===== src/rtl/if_stage.sv =====
// Instruction-fetch stage: PC register, IF/ID pipeline register, async ROM address.
// Optional stall/flush performance counters are built when IF_PERF_CNT_EN is defined.
module if_stage #(
   parameter logic [31:0] RESET_PC   = 32'h0000_0000,
   parameter int          DELAY_SLOT = 1,
   parameter logic [31:0] NOP_INST   = 32'h0000_0000
) (
   input  logic        clk,
   input  logic        rst,
   input  logic        stall,
   input  logic        branch_taken,
   input  logic [31:0] branch_target,
   input  logic        jump,
   input  logic [31:0] jump_target,
   output logic [31:0] imem_addr,
   input  logic [31:0] imem_rdata,
   output logic [31:0] if_pc,
   output logic [31:0] id_pc4,
   output logic [31:0] id_inst,
   output logic        id_valid
`ifdef IF_PERF_CNT_EN
   ,
   output logic [31:0] stall_cnt,
   output logic [31:0] flush_cnt
`endif
);

   localparam logic SQUASH = (DELAY_SLOT == 0);

   logic [31:0] pc_q, pc_d;
   logic [31:0] id_pc4_q, id_pc4_d;
   logic [31:0] id_inst_q, id_inst_d;
   logic        id_valid_q, id_valid_d;
   logic [31:0] pc_plus4;
   logic [31:0] target;
   logic        redirect;

   assign pc_plus4 = pc_q + 32'd4;
   // A stalled ID stage has not resolved its branch yet, so redirects wait.
   assign redirect = (jump | branch_taken) & ~stall;
   assign target   = jump ? {jump_target[31:2], 2'b00} : {branch_target[31:2], 2'b00};

   always_comb begin
      pc_d       = pc_q;
      id_pc4_d   = id_pc4_q;
      id_inst_d  = id_inst_q;
      id_valid_d = id_valid_q;
      if (!stall) begin
         pc_d     = redirect ? target : pc_plus4;
         id_pc4_d = pc_plus4;
         if (redirect && SQUASH) begin
            id_inst_d  = NOP_INST;
            id_valid_d = 1'b0;
         end else begin
            id_inst_d  = imem_rdata;
            id_valid_d = 1'b1;
         end
      end
   end

   always_ff @(posedge clk) begin
      if (rst) begin
         pc_q       <= RESET_PC;
         id_pc4_q   <= 32'd0;
         id_inst_q  <= NOP_INST;
         id_valid_q <= 1'b0;
      end else begin
         pc_q       <= pc_d;
         id_pc4_q   <= id_pc4_d;
         id_inst_q  <= id_inst_d;
         id_valid_q <= id_valid_d;
      end
   end

   assign imem_addr = pc_q;
   assign if_pc     = pc_q;
   assign id_pc4    = id_pc4_q;
   assign id_inst   = id_inst_q;
   assign id_valid  = id_valid_q;

`ifdef IF_PERF_CNT_EN
   logic [31:0] stall_cnt_q, stall_cnt_d;
   logic [31:0] flush_cnt_q, flush_cnt_d;

   always_comb begin
      stall_cnt_d = stall_cnt_q + {31'd0, stall};
      flush_cnt_d = flush_cnt_q + {31'd0, (redirect & SQUASH)};
   end

   always_ff @(posedge clk) begin
      if (rst) begin
         stall_cnt_q <= 32'd0;
         flush_cnt_q <= 32'd0;
      end else begin
         stall_cnt_q <= stall_cnt_d;
         flush_cnt_q <= flush_cnt_d;
      end
   end

   assign stall_cnt = stall_cnt_q;
   assign flush_cnt = flush_cnt_q;
`endif

endmodule


===== config.mk =====
export PLATFORM = sky130hd
export DESIGN_NAME = if_stage
export DESIGN_NICKNAME = d
export VERILOG_FILES = /design/src/rtl/if_stage.sv
export SDC_FILE = /design/constraint.sdc
export NUM_CORES = 1
export LEC_CHECK = 0
export BUFFER_PORTS_ARGS = -buffer_cell sky130_fd_sc_hd__clkbuf_2
export CORE_MARGIN = 2
export CORE_UTILIZATION = 47
export DETAILED_ROUTE_END_ITERATION = 8
export GPL_TIMING_DRIVEN = 0
export PLACE_DENSITY = 0.8
export SLEW_MARGIN = 20
export SYNTH_ARGS = -nofsm -noshare
export SYNTH_HDL_FRONTEND = slang
export SYNTH_SLANG_ARGS = --single-unit

===== constraint.sdc =====
create_clock -name clk -period 2.18 [get_ports clk]
set_clock_uncertainty 0.05 [all_clocks]
set_input_delay 0.218 -clock clk [delete_from_list [all_inputs] [get_ports clk]]
set_output_delay 0.218 -clock clk [all_outputs]
set_load 0.03 [all_outputs]

After elaboration in Yosys (flattened, before gate mapping). Cells that the tools add are included.

$add $sub $neg: 1. Multiplexer cells: 2. Bitwise operators: 3.

Operators by type and width (count): $mux W32 (2); $add A32 B3 Y32 const B (1); $and A1 B1 Y1 (1); $not A1 Y1 (1); $or A1 B1 Y1 (1).

Register bits: 97. Bits of input ports: 101. Output and inout port bits: 129. Word-level logic and storage cells: 10.

Depth between registers and ports, before layout. Gate-level depths: netlist (run 1).

Word-level depth: 3. Gate-level depth with buffers: 8. Depth with buffers taken out: 6.

Worst setup path after synthesis (run 1). No wires, ideal clock.

Path kind: reg2reg. Start: reg pc_q[2], in the netlist if_pc[2]. End: reg pc_q[24], in the netlist if_pc[24]. Arrival: 1968 ps. Required time: 2006 ps. Slack: 38 ps. Stages on the path, launching flop included: 8. Buffers on the path: 1. Clock period less this slack: 2142 ps. Cell sequence: dfxtp_1 ha_1 nand3_1 nor4_4 buf_2 nand2_1 nor4_1 nor3_1.

Word-level cells in the longest chain between the ends: 2.

Ends and longest elaborated chain: start: declaration (line 30) `logic [31:0] pc_q, pc_d;`; start signal: assignment (line 68) `pc_q <= pc_d;`; $add A32 B3 Y32 (line 38) `assign pc_plus4 = pc_q + 32'd4;`; $mux W32 (line 49) `pc_d = redirect ? target : pc_plus4;`.

No other way between the ends. A chain may end at the register's enable or synchronous reset.

Worst setup path in the final report (run 1).
Start: reg pc_q[14], in the netlist if_pc[14]. End: reg pc_q[28], in the netlist if_pc[28].

The elaborated chain is that of the path after synthesis.

==> impl_metrics.py, run 1 <==
metrics = {
    "synth": {
        "ys_ff_latch": 93,
        "syn_area_per_cell_um2": 8.41,
        "yosysWarnings": 0,
        "synth-edff-count": 0,
        "synth_top_area_frac": 0.383,
        "synthDistinctLibCells": 54,
        "synth_cells": 579,
        "yosys.area.top_type": "dfxtp_1",
        "synth_ff_type": "dfxtp_1",
        "async_flop_share": 0,
        "netlist_area_mm2": 0.00487,
        "seq_area_frac_synth": 0.383,
        "synth.area.top_cells": "dfxtp_1 (38%), mux2i_1 (8.2%), buf_4 (5.7%), nor2_1 (5.7%), nand2_1 (3.4%)",
    },
    "die": {
        "die_x_um": 106,
        "dieArea_mm2": 0.0112,
        "start_util": 0.478,
        "die_h_um": 106,
        "rows": 37,
        "io_pins": 230,
        "core_area_mm2": 0.0102,
    },
    "clock_network": {
        "hold_buffers": 0,
        "clkLatencyLatePin_ns": 0.37,
        "clk_pin_slew_ns": 0.11,
        "tritoncts": "built",
        "clkSinkCount": 93,
        "htreeDepth": 3,
        "cts_buffer_depth": 2,
        "cts-buffers-inserted": 9,
        "root_buffer": "clkbuf_8",
    },
    "min_path": {
        "hold_class": "primary input to flip-flop",
    },
    "power": {
        "power_uw": 4050,
        "pwr_density_cell_mw_per_mm2": 627,
        "ir_drop_v": 0.000363,
        "leakage_uw": 0.00315,
    },
    "critical_path": {
        "cp.arrival_ns": 2.37,
        "critPathLaunchType": "flip-flop",
        "cp.required_ns": 2.42,
        "path_max_fanout": 10,
        "crit_type": "flip-flop to flip-flop",
        "end_kind": "flip-flop",
    },
    "sta": {
        "rsz0062_at_grt": "no",
        "period_share": 0.975,
        "holdWs_ns": 0.0247,
        "clock.fmax_mhz": 470,
        "maxSlewHeadroom": 0.512,
        "layout_min_cycle_time_ns": 2.13,
        "finalHoldViolations": 0,
        "maxSlewViolCount": 0,
        "finalSetupViolCount": 0,
        "tightestPinTransition_ns": 0.731,
    },
    "finish": {
        "multi_input_area_mm2": 0.00256,
        "syn_to_final_growth_pct": 32.9,
        "fill_cells": 897,
        "fin_nets": 923,
        "layout-drive-gt1-share": 0.372,
        "final_cell_area_mm2": 0.00647,
        "antenna_cells": 0,
        "regArea_mm2": 0.00187,
        "fin_cells": 962,
        "layout_common_cells": "clkbuf_2 (218), dfxtp_1 (91), nor2_1 (74)",
        "final_common_cell": "clkbuf_2",
    },
    "placed_design": {
        "placed_cell_area_mm2": 0.00614,
        "dp_cells": 937,
        "place_hpwl_um": 12400,
        "io_buffers": 217,
        "gp_congestion": 0.942,
    },
    "routing": {
        "routed_wl_um": 16600,
        "ant_nets": 0,
        "vias_per_cell": 5.44,
        "dr.pass1.iters": 5,
        "drc": 0,
        "drtIter0Drc": 500,
        "vias": 5234,
        "wire_per_inst_um": 17.2,
    },
    "grt": {
        "antenna_found_initial": 0,
        "first_global_vias": 4806,
        "grt_use_total": 0.287,
        "gr-total-overflow": 0,
        "grt_pass1_wl_um": 25300,
        "grt_max_degree": 19,
    },
    "job": {
        "cap_violations": 0,
    },
    "run_status": {
        "status": "finished, final reports clean",
    },
}
through the flow:
| step | util | setup slack, ns | setup TNS (ns) |
|---|---|---|---|
| final | 0.635 | 0.0535 | 0 |
| after global routing | 0.635 | 0.00197 | 0 |
| after CTS | 0.627 | 0.00823 | 0 |
| after detailed placement | 0.603 | -0.240 | -2.30 |
| after global placement | 0.603 | -0.215 | -1.68 |
| after floorplan | - | 0.0381 | 0 |
report_power, final:
| part | leakage [uW] | switching, uW | internal [uW] |
|---|---|---|---|
| clock network | 0.0000938 | 700 | 441 |
| logic | 0.00229 | 638 | 355 |
| registers | 0.000767 | 117 | 1800 |
| total | 0.00315 | 1450 | 2600 |
final cells by class:
type | instances | share of cell area
Clock inverter | 7 | 0.0101
Multi-Input combinational cell | 393 | 0.396
Sequential cell | 93 | 0.289
Tap cell | 136 | 0.0263
Clock buffer | 9 | 0.0192
Timing Repair Buffer | 226 | 0.178
Inverter | 16 | 0.00929
Buffer | 82 | 0.0716
path summary, 6_finish.rpt:
kind,depth (start not counted),from,to,slack (ns)
worst max register to register,7,if_pc[14]$_SDFFE_PP0N_,if_pc[28]$_SDFFE_PP0N_,0.05
worst min-delay path,3,imem_rdata[27],id_inst[27]$_SDFFE_PP0N_,0.02
worst min register to register,2,id_valid$_SDFFE_PP0N_,id_valid$_SDFFE_PP0N_,0.40
worst max-delay path,7,if_pc[14]$_SDFFE_PP0N_,if_pc[28]$_SDFFE_PP0N_,0.05
sequential cells by signal, indices dropped and copies added, names as in the netlist:
name,count
id_inst,32
id_valid,1
id_pc4,30
if_pc,30
critical path, cell delays in order, from the launching register on:
cell      delay [ns]
dfxtp_1         0.45
clkbuf_4        0.24
nand4_2         0.19
nor4_4          0.27
buf_4           0.23
nand4_2         0.16
o31a_1          0.32
o22ai_1         0.14
logic make-up after synthesis:
logic type / Yosys count / synth area share
buffers and inverters: 98 / 0.106
adders and majority gates: 1 / 0.00257
muxes: 42 / 0.0869
and+or+nand+nor: 185 / 0.192
DFF: 93 / 0.383
other: 1 / 0.000770
AOI/OAI and AO/OA: 133 / 0.182
xor gates and xnor gates: 26 / 0.0468
cells in the mapped netlist (3+ instances only):
cell / count
dfxtp_1: 93
nor2_1: 74
nand2_1: 44
mux2i_1: 40
buf_4: 37
a21oi_1: 30
o21ai_0: 25
clkbuf_1: 24
a211oi_1: 16
inv_1: 16
xnor2_1: 15
a22oi_1: 13
nand3_1: 13
buf_1: 12
and3_1: 11
xor2_1: 11
nand4_1: 8
buf_2: 6
nor3_1: 6
a222oi_1: 5
and4_1: 5
o211ai_1: 5
o22ai_1: 5
o31ai_1: 5
a31oi_1: 4
nor4_1: 4
clkbuf_2: 3
nand4_2: 3
nor3b_1: 3
o21a_1: 3
o221ai_1: 3
o311ai_0: 3
o32ai_1: 3
routing by layer:
metal	vias up	GRT usage	share of wire	wire (um)
li1	2507	-	-	-
met1	2381	0.383	0.41	6770
met2	319	0.465	0.47	7740
met3	27	0.0588	0.10	1710
met4	0	0.0940	0.021	356
met5	-	0	0	0
what timing repair did:
action,CTS,global route
setup endpoints to repair,23,18
pin swaps,3,4
gates resized for setup,4,11
buffers inserted,5,4
cloned,0,0
(Power assumes the default switching activity.)
==> run 2: changes to the inputs <==
CTS_CLUSTER_SIZE = 8   (was not set)
clock period = 2.05 ns   (was 2.18 ns; I/O delays follow)
==> run 2 against run 1 <==
Net effect:
- sequential share of layout area shrank 0.20 points
- cell count unchanged
- first-iteration DRC count rose by 2.2%
- combinational power is 8% higher
- flip-flop and latch count unchanged
- critical path depth shrank 1
- setup slack better by 0.023 ns
- clock power is 27% higher
- global-route usage is 1.0 points higher
- hold slack lost 0.0077 ns
- total power is 13% higher
- highest routed layer unchanged
==> impl_metrics.py, run 2 (same netlist as run 1, synthesis figures left out) <==
metrics = {
    "run_status": {
        "status": "finished, final reports clean",
    },
    "sta": {
        "holdWs_ns": 0.0171,
        "clock.fmax_mhz": 507,
        "maxSlewHeadroom": 0.485,
        "finalHoldViolations": 0,
        "maxSlewViolCount": 0,
        "tightestPinTransition_ns": 0.772,
        "layout_setup_ws_ns": 0.0766,
        "setup_tns_ns": 0,
        "finalSetupViolCount": 0,
        "layout_min_cycle_time_ns": 1.97,
        "period_share": 0.963,
    },
    "die": {
        "rows": 37,
        "start_util": 0.478,
        "die_x_um": 106,
        "io_pins": 230,
        "dieArea_mm2": 0.0112,
        "core_area_mm2": 0.0102,
        "die_h_um": 106,
    },
    "clock_network": {
        "clkSinkCount": 93,
        "cts-buffers-inserted": 9,
        "tritoncts": "built",
        "root_buffer": "clkbuf_8",
        "clk_pin_slew_ns": 0.11,
        "clkLatencyLatePin_ns": 0.37,
        "htreeDepth": 3,
        "cts_buffer_depth": 2,
    },
    "power": {
        "pwr_density_cell_mw_per_mm2": 692,
        "leakage_uw": 0.00319,
        "ir_drop_v": 0.000459,
    },
    "critical_path": {
        "r2r-end": "id_pc4[24]$_SDFFE_PP0N_",
        "r2r_start": "if_pc[16]$_SDFFE_PP0N_",
        "cp-endpoint": "id_pc4[24]$_SDFFE_PP0N_",
        "cp.required_ns": 2.29,
        "cp.arrival_ns": 2.22,
        "crit_type": "flip-flop to flip-flop",
        "end_kind": "flip-flop",
        "critPathLaunchType": "flip-flop",
        "crit_start": "if_pc[16]$_SDFFE_PP0N_",
        "path_max_fanout": 7,
        "r2r_cells": 6,
        "rrSetupSlack_ns": 0.08,
    },
    "finish": {
        "syn_to_final_growth_pct": 35.6,
        "layout_common_cells": "clkbuf_2 (217), dfxtp_1 (75), nor2_1 (74)",
        "antenna_cells": 0,
        "layout-drive-gt1-share": 0.398,
        "utilization": 0.648,
        "fin_nets": 923,
        "final_common_cell": "clkbuf_2",
        "final_cell_area_mm2": 0.00660,
        "largest_reg_flops": 32,
    },
    "placed_design": {
        "io_buffers": 217,
        "gp_congestion": 0.976,
        "place_hpwl_um": 12600,
        "preCtsSetupSlack_ns": -0.352,
        "placed_cell_area_mm2": 0.00615,
    },
    "grt": {
        "first_global_vias": 5208,
        "grt_max_degree": 18,
        "use_met1": 0.370,
        "grt_use_met2": 0.507,
        "antenna_found_initial": 0,
        "grt_use_total": 0.297,
        "busiest_layer": "met2",
        "grt_pass1_wl_um": 26300,
        "gr-total-overflow": 0,
        "gr-usage-met3": 0.0618,
    },
    "routing": {
        "ant_nets": 0,
        "vias_per_cell": 5.74,
        "drtIter0Drc": 511,
        "dr.pass1.iters": 6,
        "vias": 5518,
        "wire_per_inst_um": 17.9,
        "drc": 0,
        "routed_wl_um": 17200,
    },
    "job": {
        "cap_violations": 0,
    },
    "min_path": {
        "hold_class": "primary input to flip-flop",
    },
}
==> run 2: cell types whose count changed in the layout (fill, tap and decap cells not counted), sizes merged <==
| cell | before | now |
|---|---|---|
| clkinv | 3 | 1 |
| bufinv | 0 | 2 |
| clkbuf | 253 | 251 |
| clkinvlp | 1 | 0 |
| buf | 64 | 66 |
| inv | 19 | 20 |
==> run 2: metal layers <==
metal | up-vias | wire length [um]
li1 | 2507 | -
met1 | 2599 | 6850
met2 | 357 | 8120
met3 | 55 | 1780
met4 | 0 | 495
met5 | - | 0
==> run 2: worst max-delay path, cell delays in order, from the launching register on <==
cell and delay (ns):
dfxtp_1 0.55, and4_2 0.34, and3_1 0.17, buf_2 0.18, nor4b_4 0.29, xnor2_1 0.10, a211oi_1 0.22
==> run 2: how the worst min path moves through the flow <==
stage,start,to,slack (ns),cells past startpoint
5_1_grt,imem_rdata[26],id_inst[26]$_SDFFE_PP0N_,0.03,3
4_1_cts,imem_rdata[12],id_inst[12]$_SDFFE_PP0N_,0.02,3
2_1_floorplan,imem_rdata[0],id_inst[0]$_SDFFE_PP0N_,0.30,2
3_5_place_dp,id_valid$_SDFFE_PP0N_,id_valid$_SDFFE_PP0N_,0.40,2
6_report,imem_rdata[26],id_inst[26]$_SDFFE_PP0N_,0.02,3
3_3_place_gp,imem_rdata[0],id_inst[0]$_SDFFE_PP0N_,0.38,3
==> run 2: layout make-up <==
class	count	area, um2
buffer	80	462
clock buffer	9	124
clock inverter	7	104
fill	874	3590
inverter	16	60.1
multi-input combinational	393	2620
sequential	93	1890
tap	136	170
timing repair buffer	228	1170
==> run 2: timing repair <==
| item | 4_1_cts | 5_1_grt |
|---|---|---|
| gates resized for setup | 9 | 32 |
| pin swaps | 6 | 3 |
| hold buffers | 0 | 0 |
| endpoints found under the setup margin | 32 | 14 |
| setup buffers | 8 | 3 |
==> run 2: stage by stage <==
step | instances | total power, uW
floorplan | 584 | 2750
global placement | 937 | 3100
detailed placement | 937 | 3120
CTS | 961 | 4530
global route | 962 | 4730
finish | 962 | 4570
==> run 2: power breakdown <==
group | internal (uW) | switching [uW]
clock | 708 | 740
sequential | 1920 | 132
combinational | 382 | 688
total | 3010 | 1560
==> run 3: changes to the inputs <==
BUFFER_PORTS_ARGS = -buffer_cell sky130_fd_sc_hd__buf_2   (was -buffer_cell sky130_fd_sc_hd__clkbuf_2)
clock period = 1.9 ns   (was 2.05 ns; I/O delays follow)
==> run 3 against run 2 <==
Net effect:
- the run now ends with negative setup slack left
- die area stayed put
- combinational power up 9%
- sequential power rose by 8%
- global-route usage up 0.17 points
- maximum frequency increased by 2.3%
- clock power down 8%
- non-clock buffer count up 12
- design area rose by 3.6%
- largest power group unchanged
- via count decreased by 2.1%
- first-iteration DRC count down 26%
- highest routed layer unchanged
==> impl_metrics.py, run 3 (same netlist as run 1, synthesis figures left out) <==
metrics = {
    "die": {
        "io_pins": 230,
        "dieArea_mm2": 0.0112,
        "die_x_um": 106,
        "die_h_um": 106,
        "core_area_mm2": 0.0102,
        "rows": 37,
        "start_util": 0.478,
    },
    "job": {
        "cap_violations": 0,
    },
    "routing": {
        "drc": 0,
        "routed_wl_um": 17600,
        "vias_per_cell": 5.54,
        "dr.pass1.iters": 6,
        "vias": 5400,
        "wire_per_inst_um": 18.0,
        "ant_nets": 0,
        "drtIter0Drc": 379,
    },
    "clock_network": {
        "cts_buffer_depth": 2,
        "htreeDepth": 3,
        "tritoncts": "built",
        "clkLatencyLatePin_ns": 0.36,
        "root_buffer": "clkbuf_8",
        "hold_buffers": 0,
        "cts-buffers-inserted": 9,
        "clkSinkCount": 93,
        "clk_pin_slew_ns": 0.10,
    },
    "grt": {
        "first_global_vias": 5145,
        "antenna_found_initial": 1,
        "grt_use_total": 0.299,
        "gr-total-overflow": 0,
        "grt_pass1_wl_um": 26400,
        "grt_max_degree": 16,
    },
    "run_status": {
        "status": "complete, but fails checks",
        "violations": "negative setup slack",
    },
    "power": {
        "ir_drop_v": 0.000406,
        "pwr_density_cell_mw_per_mm2": 689,
        "leakage_uw": 0.00332,
        "power_uw": 4710,
    },
    "placed_design": {
        "preCtsSetupSlack_ns": -0.371,
        "place_hpwl_um": 12600,
        "gp_congestion": 0.925,
        "placed_cell_area_mm2": 0.00623,
        "io_buffers": 217,
    },
    "sta": {
        "period_share": 1.02,
        "finalSetupViolCount": 3,
        "layout_setup_ws_ns": -0.0288,
        "finalHoldViolations": 0,
        "maxSlewHeadroom": 0.460,
        "holdWs_ns": 0.00383,
        "layout_min_cycle_time_ns": 1.93,
        "rsz0062_at_grt": "yes",
        "maxSlewViolCount": 0,
        "setup_tns_ns": -0.0540,
        "clock.fmax_mhz": 518,
        "tightestPinTransition_ns": 0.809,
    },
    "min_path": {
        "hold_class": "primary input to flip-flop",
        "hold_path_depth": 3,
    },
    "finish": {
        "multi_input_area_mm2": 0.00272,
        "regArea_mm2": 0.00192,
        "final_cell_area_mm2": 0.00684,
        "fin_nets": 935,
        "layout-drive-gt1-share": 0.428,
        "syn_to_final_growth_pct": 40.5,
        "largest_reg_flops": 32,
        "antenna_cells": 0,
        "layout_common_cells": "buf_2 (219), nor2_1 (74), dfxtp_1 (69)",
        "fill_cells": 868,
        "final_common_cell": "buf_2",
    },
    "critical_path": {
        "cp.required_ns": 2.12,
        "path_max_fanout": 4,
        "critPathLaunchType": "flip-flop",
        "end_kind": "flip-flop",
        "crit_type": "flip-flop to flip-flop",
        "r2r_cells": 7,
        "cp.arrival_ns": 2.15,
    },
}
[run 3: path summary, 6_finish.rpt]
kind / from / end / slack [ns]
worst max register to register: if_pc[3]$_SDFFE_PP0N_ / id_pc4[24]$_SDFFE_PP0N_ / -0.03
worst max-delay path: if_pc[3]$_SDFFE_PP0N_ / id_pc4[24]$_SDFFE_PP0N_ / -0.03
worst min register to register: id_valid$_SDFFE_PP0N_ / id_valid$_SDFFE_PP0N_ / 0.40
worst min-delay path: imem_rdata[23] / id_inst[23]$_SDFFE_PP0N_ / 0.004
[run 3: final cells by class]
class / instances / area share
clock buffer: 12 / 0.0242
clock inverter: 4 / 0.00439
buffer: 79 / 0.0686
inverter: 16 / 0.00878
sequential: 93 / 0.281
timing repair buffer: 241 / 0.191
multi-input combinational: 393 / 0.397
tap: 136 / 0.0249
[run 3: repair_timing]
item / CTS / global route
buffers inserted: 12 / 12
pin swaps: 9 / 21
gates resized for setup: 10 / 46
setup endpoints to repair: 33 / 32
[run 3: layer usage]
metal / vias up / wire length (um) / global-route usage / share of wire
met3: 50 / 1870 / 0.0686 / 0.11
li1: 2515 / - / - / -
met1: 2506 / 6790 / 0.360 / 0.39
met5: - / 0 / 0 / 0
met4: 0 / 555 / 0.123 / 0.032
met2: 329 / 8360 / 0.512 / 0.48
[run 3: through the flow]
step                utilization  instances
floorplan                     -        584
global placement          0.612        937
detailed placement        0.612        937
CTS                       0.643        963
global route              0.671        974
finish                    0.671        974
[run 3: worst max-delay path, stage by stage, from the launching register on]
cell,delay (ns)
dfxtp_4,0.39
ha_4,0.14
and3_4,0.17
buf_6,0.10
nand4_1,0.21
nor4b_4,0.40
xnor2_1,0.12
a211oi_1,0.27
[run 3: power breakdown]
part	leakage (uW)	switching [uW]	internal, uW	total, uW
Sequential	0.000778	142	2070	2210
Combinational	0.00244	740	427	1170
Clock	0.0000952	749	588	1340
